**src/rtl/pulse_pkg.sv**
```systemverilog
// -----------------------------------------------------------------------------
// pulse_pkg
// Shared types and defaults for the pulse stretcher slice.
//   state_e      : FSM encoding (SIDLE / SACTIVE / SHOLD)
//   DEF_*_W      : default widths for WIDTH, HOLDOFF and MISSED_CNT
//   state_name() : simulation-only state decode for debug printing
// -----------------------------------------------------------------------------
package pulse_pkg;

  localparam int DEF_WIDTH_W   = 8;
  localparam int DEF_HOLDOFF_W = 8;
  localparam int DEF_MISS_W    = 8;

  typedef enum logic [1:0] {
    SIDLE   = 2'd0,
    SACTIVE = 2'd1,
    SHOLD   = 2'd2
  } state_e;

`ifndef SYNTHESIS
  function automatic string state_name(state_e s);
    case (s)
      SIDLE:   return "SIDLE";
      SACTIVE: return "SACTIVE";
      SHOLD:   return "SHOLD";
      default: return "SILLEGAL";
    endcase
  endfunction
`endif

endpackage

```
**src/rtl/pulse_stretch_if.sv**
```systemverilog
// -----------------------------------------------------------------------------
// pulse_stretch_if
// Trigger/config/status bundle between the pulse FSM side and the stretcher.
//   EN, TRIG          : trigger enable and strobe
//   WIDTH, HOLDOFF    : pulse length / dead time config
//   OUT_PULSE, BUSY,
//   DONE, MISSED_CNT  : stretcher outputs
// master = trigger/config source, slave = pulse_stretch.
// -----------------------------------------------------------------------------
interface pulse_stretch_if
  import pulse_pkg::*;
#(
  parameter int WIDTH_W   = DEF_WIDTH_W,
  parameter int HOLDOFF_W = DEF_HOLDOFF_W,
  parameter int MISS_W    = DEF_MISS_W
);

  logic                 EN;
  logic                 TRIG;
  logic [WIDTH_W-1:0]   WIDTH;
  logic [HOLDOFF_W-1:0] HOLDOFF;
  logic                 OUT_PULSE;
  logic                 BUSY;
  logic                 DONE;
  logic [MISS_W-1:0]    MISSED_CNT;

  modport master (
    output EN, TRIG, WIDTH, HOLDOFF,
    input  OUT_PULSE, BUSY, DONE, MISSED_CNT
  );

  modport slave (
    input  EN, TRIG, WIDTH, HOLDOFF,
    output OUT_PULSE, BUSY, DONE, MISSED_CNT
  );

endinterface

```
**src/rtl/pulse_down_counter.sv**
```systemverilog
// -----------------------------------------------------------------------------
// pulse_down_counter
// Loadable down-counter with zero flag. Stops at zero (never wraps).
//   CLK, RSTN : clock, async active-low reset (clears count)
//   load      : load load_val (has priority over dec)
//   load_val  : value to load
//   dec       : decrement by one if not already zero
//   zero      : count == 0
// -----------------------------------------------------------------------------
module pulse_down_counter #(
  parameter int W = 8
) (
  input  logic         CLK,
  input  logic         RSTN,
  input  logic         load,
  input  logic [W-1:0] load_val,
  input  logic         dec,
  output logic         zero
);

  logic [W-1:0] cnt;

  always_ff @(posedge CLK or negedge RSTN) begin
    if (!RSTN)                  cnt <= '0;
    else if (load)              cnt <= load_val;
    else if (dec && cnt != '0)  cnt <= cnt - W'(1);
  end

  assign zero = (cnt == '0);

endmodule

```
**src/rtl/pulse_stretch.sv**
```systemverilog
// -----------------------------------------------------------------------------
// pulse_stretch
// Turns each accepted TRIG strobe into an OUT_PULSE of WIDTH cycles (0 -> 1),
// followed by HOLDOFF dead cycles. Triggers that arrive while busy are counted
// in a saturating MISSED_CNT. Only SIDLE accepts new triggers.
//
// Ports:
//   CLK, RSTN : clock, async active-low reset
//   bus       : pulse_stretch_if.slave
//                 in : EN, TRIG, WIDTH, HOLDOFF
//                 out: OUT_PULSE, BUSY, DONE, MISSED_CNT (all registered)
//
// Build option:
//   PULSE_STRETCH_RETRIGGER_EN : TRIG&EN during SACTIVE reloads the width
//   counter from the current WIDTH instead of being counted as missed.
//   A trigger on the last SACTIVE cycle (width counter already at zero) is
//   still missed, as is any trigger during SHOLD.
// -----------------------------------------------------------------------------
module pulse_stretch
  import pulse_pkg::*;
#(
  parameter int WIDTH_W   = DEF_WIDTH_W,
  parameter int HOLDOFF_W = DEF_HOLDOFF_W,
  parameter int MISS_W    = DEF_MISS_W
) (
  input logic            CLK,
  input logic            RSTN,
  pulse_stretch_if.slave bus
);

  state_e               state, state_nxt;
  logic [HOLDOFF_W-1:0] hold_l;      // HOLDOFF captured at trigger time
  logic                 trig_acc;    // trigger accepted from SIDLE
  logic                 miss;        // trigger dropped this cycle
  logic                 trig_en;

  logic                 w_load, w_dec, w_zero;
  logic                 h_load, h_dec, h_zero;
  logic [WIDTH_W-1:0]   w_load_val;
  logic [HOLDOFF_W-1:0] h_load_val;

  logic                 out_q, busy_q, done_q;
  logic [MISS_W-1:0]    missed_q;

  assign trig_en = bus.TRIG & bus.EN;

  // Wl-1 with WIDTH==0 treated as 1; taken from the live input so the
  // retrigger path reloads from the current WIDTH.
  assign w_load_val = (bus.WIDTH == '0) ? '0 : bus.WIDTH - WIDTH_W'(1);
  // Only used on SACTIVE->SHOLD, where hold_l is known nonzero.
  assign h_load_val = hold_l - HOLDOFF_W'(1);

  // ---------------------------------------------------------------------------
  // Next-state / counter control
  // ---------------------------------------------------------------------------
  always_comb begin
    state_nxt = state;
    trig_acc  = 1'b0;
    miss      = 1'b0;
    w_load    = 1'b0;
    w_dec     = 1'b0;
    h_load    = 1'b0;
    h_dec     = 1'b0;
    case (state)
      SIDLE: begin
        if (trig_en) begin
          trig_acc  = 1'b1;
          w_load    = 1'b1;
          state_nxt = SACTIVE;
        end
      end
      SACTIVE: begin
        if (w_zero) begin
          if (hold_l != '0) begin
            h_load    = 1'b1;
            state_nxt = SHOLD;
          end else begin
            state_nxt = SIDLE;
          end
        end else begin
          w_dec = 1'b1;
        end
        if (trig_en) begin
`ifdef PULSE_STRETCH_RETRIGGER_EN
          if (!w_zero) begin
            w_load = 1'b1;
            w_dec  = 1'b0;
          end else begin
            miss = 1'b1;
          end
`else
          miss = 1'b1;
`endif
        end
      end
      SHOLD: begin
        if (h_zero) state_nxt = SIDLE;
        else        h_dec     = 1'b1;
        if (trig_en) miss = 1'b1;
      end
      default: state_nxt = SIDLE;
    endcase
  end

  // ---------------------------------------------------------------------------
  // State and registered outputs (decoded from next state)
  // ---------------------------------------------------------------------------
  always_ff @(posedge CLK or negedge RSTN) begin
    if (!RSTN) begin
      state    <= SIDLE;
      hold_l   <= '0;
      out_q    <= 1'b0;
      busy_q   <= 1'b0;
      done_q   <= 1'b0;
      missed_q <= '0;
    end else begin
      state  <= state_nxt;
      if (trig_acc) hold_l <= bus.HOLDOFF;
      out_q  <= (state_nxt == SACTIVE);
      busy_q <= (state_nxt != SIDLE);
      // first SIDLE cycle after a pulse; reset leaves state at SIDLE so no
      // DONE follows an aborted pulse
      done_q <= (state != SIDLE) && (state_nxt == SIDLE);
      if (miss && missed_q != '1) missed_q <= missed_q + MISS_W'(1);
    end
  end

  pulse_down_counter #(.W(WIDTH_W)) u_wcnt (
    .CLK      (CLK),
    .RSTN     (RSTN),
    .load     (w_load),
    .load_val (w_load_val),
    .dec      (w_dec),
    .zero     (w_zero)
  );

  pulse_down_counter #(.W(HOLDOFF_W)) u_hcnt (
    .CLK      (CLK),
    .RSTN     (RSTN),
    .load     (h_load),
    .load_val (h_load_val),
    .dec      (h_dec),
    .zero     (h_zero)
  );

  assign bus.OUT_PULSE  = out_q;
  assign bus.BUSY       = busy_q;
  assign bus.DONE       = done_q;
  assign bus.MISSED_CNT = missed_q;

endmodule

```
**src/flat_wrapper.sv**
```systemverilog
// flat-port wrapper written by rule: the top's interface ports become plain ports
module pulse_stretch_flat import pulse_pkg::*;
#(
  parameter int WIDTH_W   = DEF_WIDTH_W,
  parameter int HOLDOFF_W = DEF_HOLDOFF_W,
  parameter int MISS_W    = DEF_MISS_W
)
  (CLK, RSTN, bus_EN, bus_TRIG, bus_WIDTH, bus_HOLDOFF, bus_OUT_PULSE, bus_BUSY, bus_DONE, bus_MISSED_CNT);
  pulse_stretch_if #(.WIDTH_W(WIDTH_W), .HOLDOFF_W(HOLDOFF_W), .MISS_W(MISS_W)) bus_i ();
  input logic CLK;
  input logic RSTN;
  input wire logic [$bits(bus_i.EN)-1:0] bus_EN;
  input wire logic [$bits(bus_i.TRIG)-1:0] bus_TRIG;
  input wire logic [$bits(bus_i.WIDTH)-1:0] bus_WIDTH;
  input wire logic [$bits(bus_i.HOLDOFF)-1:0] bus_HOLDOFF;
  output wire logic [$bits(bus_i.OUT_PULSE)-1:0] bus_OUT_PULSE;
  output wire logic [$bits(bus_i.BUSY)-1:0] bus_BUSY;
  output wire logic [$bits(bus_i.DONE)-1:0] bus_DONE;
  output wire logic [$bits(bus_i.MISSED_CNT)-1:0] bus_MISSED_CNT;
  assign bus_i.EN = bus_EN;
  assign bus_i.TRIG = bus_TRIG;
  assign bus_i.WIDTH = bus_WIDTH;
  assign bus_i.HOLDOFF = bus_HOLDOFF;
  assign bus_OUT_PULSE = bus_i.OUT_PULSE;
  assign bus_BUSY = bus_i.BUSY;
  assign bus_DONE = bus_i.DONE;
  assign bus_MISSED_CNT = bus_i.MISSED_CNT;
  pulse_stretch #(.WIDTH_W(WIDTH_W), .HOLDOFF_W(HOLDOFF_W), .MISS_W(MISS_W)) u_core (.CLK(CLK), .RSTN(RSTN), .bus(bus_i));
endmodule
```
**config.mk**
```make
export PLATFORM = sky130hd
export DESIGN_NAME = pulse_stretch_flat
export DESIGN_NICKNAME = d
export VERILOG_FILES = /design/src/rtl/pulse_pkg.sv /design/src/rtl/pulse_stretch_if.sv /design/src/rtl/pulse_down_counter.sv /design/src/rtl/pulse_stretch.sv /design/src/flat_wrapper.sv
export SDC_FILE = /design/constraint.sdc
export NUM_CORES = 1
export LEC_CHECK = 0
export CAP_MARGIN = 20
export CORE_MARGIN = 3
export CORE_UTILIZATION = 51
export CTS_CLUSTER_SIZE = 24
export DETAILED_ROUTE_END_ITERATION = 8
export GPL_TIMING_DRIVEN = 0
export HOLD_SLACK_MARGIN = 0.06
export MAX_ROUTING_LAYER = met4
export PLACE_DENSITY = 0.73
export SLEW_MARGIN = 10
export SYNTH_ARGS = -nofsm -noshare
export SYNTH_HDL_FRONTEND = slang
export SYNTH_HIERARCHICAL = 1
export SYNTH_SLANG_ARGS = --single-unit
```
**constraint.sdc**
```tcl
create_clock -name CLK -period 2.8 [get_ports CLK]
set_input_delay 0.56 -clock CLK [delete_from_list [all_inputs] [get_ports CLK]]
set_output_delay 0.56 -clock CLK [all_outputs]
set_load 0.01 [all_outputs]
```
==> flow_metrics.py <==
metrics = {
    "run_status": {
        "outcome": "finished clean",
    },
    "synth": {
        "yosysTopAreaCellShare_pct": 40.04,
        "muxShareOfSynthArea_pct": 4.870,
        "yosys_register_bits": 37,
        "netlist-cell-type-count": 47,
        "synthTopCellsByArea": "dfrtp_1 (40%), ha_1 (7.0%), xor2_1 (4.9%), mux2_2 (4.9%), nor2_1 (3.9%)",
        "syn-num-nets": 267,
        "synth-xor-area-share_pct": 6.818,
        "synth_most_common_cell": "dfrtp_1",
        "ys_warn_count": 6,
        "synth-main-ff-cell": "dfrtp_1",
        "async_flop_share_pct": 100.0,
        "synthTopCellsByCount": "dfrtp_1 (37), nor2_1 (24), inv_1 (14)",
        "synth-edff-count": 0,
        "synth_area_um2": 2312,
        "synth.yosys.seq_area_share_pct": 40.04,
        "synth_top_family_by_area": "simple AND/OR/NAND/NOR gates",
        "yosys.area_share.simple_pct": 22.02,
        "synth_compound_area_share_pct": 15.48,
        "avgSynthCellArea_um2": 9.881,
        "yosysTopAreaCell": "dfrtp_1",
        "synthAdderAreaFrac_pct": 7.035,
        "synthCells": 234,
    },
    "setup_path": {
        "r2r-start": "u_core/u_wcnt/cnt[0]$_DFFE_PN0P_",
        "cp-end-kind": "flop",
        "endpoint": "u_core/u_hcnt/cnt[7]$_DFFE_PN0P_",
        "r2r_end": "u_core/u_hcnt/cnt[7]$_DFFE_PN0P_",
        "crit_start": "u_core/u_wcnt/cnt[0]$_DFFE_PN0P_",
        "crit_arrival_ps": 2750,
        "setup.worst_path.class": "flop to flop",
        "path_max_fanout": 10,
        "cp.required_ps": 2970,
        "rrSetupSlack_ps": 220,
        "start_kind": "flop",
        "rr_worst_depth": 9,
    },
    "cells_and_area": {
        "multi_input_area_um2": 1308,
        "seq_area_um2": 925.9,
        "layout-area-overhead-vs-synth_pct": 21.92,
        "final_util_pct": 67.56,
        "fillers": 351,
        "final_layout_size_suffix_gt1_share_pct": 13.92,
        "nets": 305,
        "insertedDiodeCount": 0,
    },
    "timing": {
        "fin_setup_tns_ps": 0,
        "period_share_pct": 92.21,
        "max_freq_ghz": 0.3873,
        "skew_ps": 4.538,
        "rsz0062_at_grt": "false",
        "slew_headroom_pct": 53.64,
        "period_minus_slack_ps": 2582,
        "finalSetupViolCount": 0,
        "tightestPinTransition_ps": 693.9,
        "report.final.hold_viol_count": 0,
        "finalMaxSlewViolations": 0,
    },
    "drt": {
        "wirelength_um": 4674,
        "drt_iter0_markers": 103,
        "drc_errors": 0,
        "firstDrtPassIters": 4,
        "via_per_inst": 5.966,
        "postRouteAntennaNets": 0,
        "vias": 1927,
        "wl_per_cell_um": 14.47,
    },
    "global_routing": {
        "grt_pass1_wl_um": 8093,
        "first_global_vias": 1794,
        "grt_max_degree": 25,
        "grt-ovfl-total": 0,
        "antenna_found_initial": 0,
        "track_usage_pct": 19.65,
    },
    "cts": {
        "clk_pin_slew_ps": 70,
        "clk_latency_ps": 280,
        "htreeDepth": 2,
        "cts_sinks": 37,
        "clockBufferDepth": 2,
        "root_buffer": "clkbuf_8",
        "cts_tree": "done",
        "cts_made_buffers": 5,
    },
    "floorplanning": {
        "num_io_pins": 31,
        "dieArea_um2": 5378,
        "core_area_um2": 4173,
        "die_x_um": 73.34,
        "initial_core_util_pct": 55.41,
        "die_y_um": 73.34,
        "num_rows": 23,
    },
    "pwr": {
        "power_leakage_uw": 0.001211,
        "power.density_nw_per_um2": 869.6,
        "power.total_uw": 2451,
        "vdd_drop_max_mv": 0.5516,
    },
    "worst_hold_path": {
        "hp-class": "input pin to async pin",
    },
    "placement": {
        "gp_congestion": 0.7845,
        "dp_hpwl_um": 3595,
        "place.port_buffers": 30,
    },
    "job": {
        "maxCapViolCount": 0,
    },
}
==> per-stage QoR <==
| stage | hold slack [ps] | setup WS (ps) | std cells | area [µm²] |
|---|---|---|---|---|
| final | 169.7 | 218.0 | 323 | 2819 |
| after global routing | 179.6 | 8.169 | 323 | 2819 |
| after floorplan | 264.4 | 441.8 | 234 | 2312 |
| after CTS | 174.5 | 94.68 | 323 | 2806 |
| after global placement | 488.7 | 99.69 | 314 | 2675 |
| after detailed placement | 479.5 | 100.1 | 315 | 2690 |
==> worst min path at each step <==
stage	start	endpoint	slack (ps)	cells past startpoint
global placement	u_core/bus.MISSED_CNT[7]$_DFFE_PN0P_	u_core/bus.MISSED_CNT[7]$_DFFE_PN0P_	490	1
floorplan	RSTN	u_core/bus.BUSY$_DFF_PN0_	260	0
CTS	RSTN	u_core/bus.MISSED_CNT[3]$_DFFE_PN0P_	170	1
global route	RSTN	u_core/bus.MISSED_CNT[3]$_DFFE_PN0P_	180	1
finish	RSTN	u_core/bus.MISSED_CNT[3]$_DFFE_PN0P_	170	1
detailed placement	RSTN	u_core/bus.MISSED_CNT[3]$_DFFE_PN0P_	480	1
==> worst max-delay path, stage by stage, from the launching register on <==
cell and delay [ps]:
dfrtp_1 410, inv_1 110, ha_1 200, or3b_2 500, nor2_2 210, o311ai_4 160
inv_1 200, clkinvlp_4 240, o311a_1 180, a221o_1 250
==> cells in the final DEF (no fill, tap or decap), drive strengths merged, types with 2 or more instances in the layout <==
master         synthesis  layout
nor4                   5       5
a31oi                  5       5
or3b                   4       4
xnor2                  5       5
or3                    3       3
clkdlybuf4s50          0      29
nor4b                  2       2
a2bb2oi                2       2
nand4                  5       5
and3                   2       2
o221ai                 2       2
nand2                  9       9
o311a                  2       2
ha                    13      13
o31ai                  3       3
inv                   14      14
nor2                  25      25
a211o                  4       4
o2111ai                3       3
dfrtp                 37      37
o211a                  2       2
a21oi                  7       7
xor2                  13      13
mux2                  10      10
o21ai                  4       4
clkbuf                 3      10
nor3b                  7       7
nor3                  10      10
nor2b                  4       4
nand3                  6       6
buf                    3       5
or4                    7       7
a221o                  4       4
o211ai                 2       2
==> power breakdown <==
group | internal (µW) | switching (µW)
sequential | 744 | 238
clock | 290 | 177
combinational | 502 | 500
total | 1540 | 915
==> routing by layer <==
layer | track usage [%] | vias up | wire (µm) | part of all wire (%)
met4 | 6.841 | 0 | 74 | 1.6
li1 | - | 948 | - | -
met1 | 24.94 | 911 | 2174 | 47
met5 | - | - | 0 | 0
met2 | 30.39 | 60 | 2163 | 46
met3 | 5.198 | 8 | 262 | 5.6
==> cell type report <==
class | instances | area share (%)
well taps | 50 | 2.219
flip-flops and latches | 37 | 32.85
multi-input cells | 175 | 46.38
plain buffers | 6 | 0.9765
inverters | 16 | 2.264
repair buffers | 31 | 11.19
clock inverters | 1 | 1.065
clock buffers | 7 | 3.063
==> logic make-up (layout without fill, tap and decap cells) <==
| family | Yosys count | in the layout |
|---|---|---|
| AOI/OAI and AO/OA | 43 | 43 |
| xor gates and xnor gates | 18 | 18 |
| adders and majority gates | 13 | 13 |
| buffers and inverters | 22 | 61 |
| DFF | 37 | 37 |
| muxes | 10 | 10 |
| and+or+nand+nor | 91 | 91 |
==> flip-flops by register name, summed over array words and instances (netlist names) <==
name / count
u_core/bus.BUSY: 1
u_core/hold_l: 8
u_core/bus.OUT_PULSE: 1
u_core/state: 2
u_core/bus.MISSED_CNT: 8
u_core/u_wcnt/cnt: 8
u_core/u_hcnt/cnt: 8
u_core/bus.DONE: 1
==> what timing repair did <==
action                                  4_1_cts  5_1_grt
endpoints found under the setup margin        0        8
hold buffers                                  0        0
resized for setup                             0        6
buffers inserted                              0        0
Power figures use the tool's default switching activity.
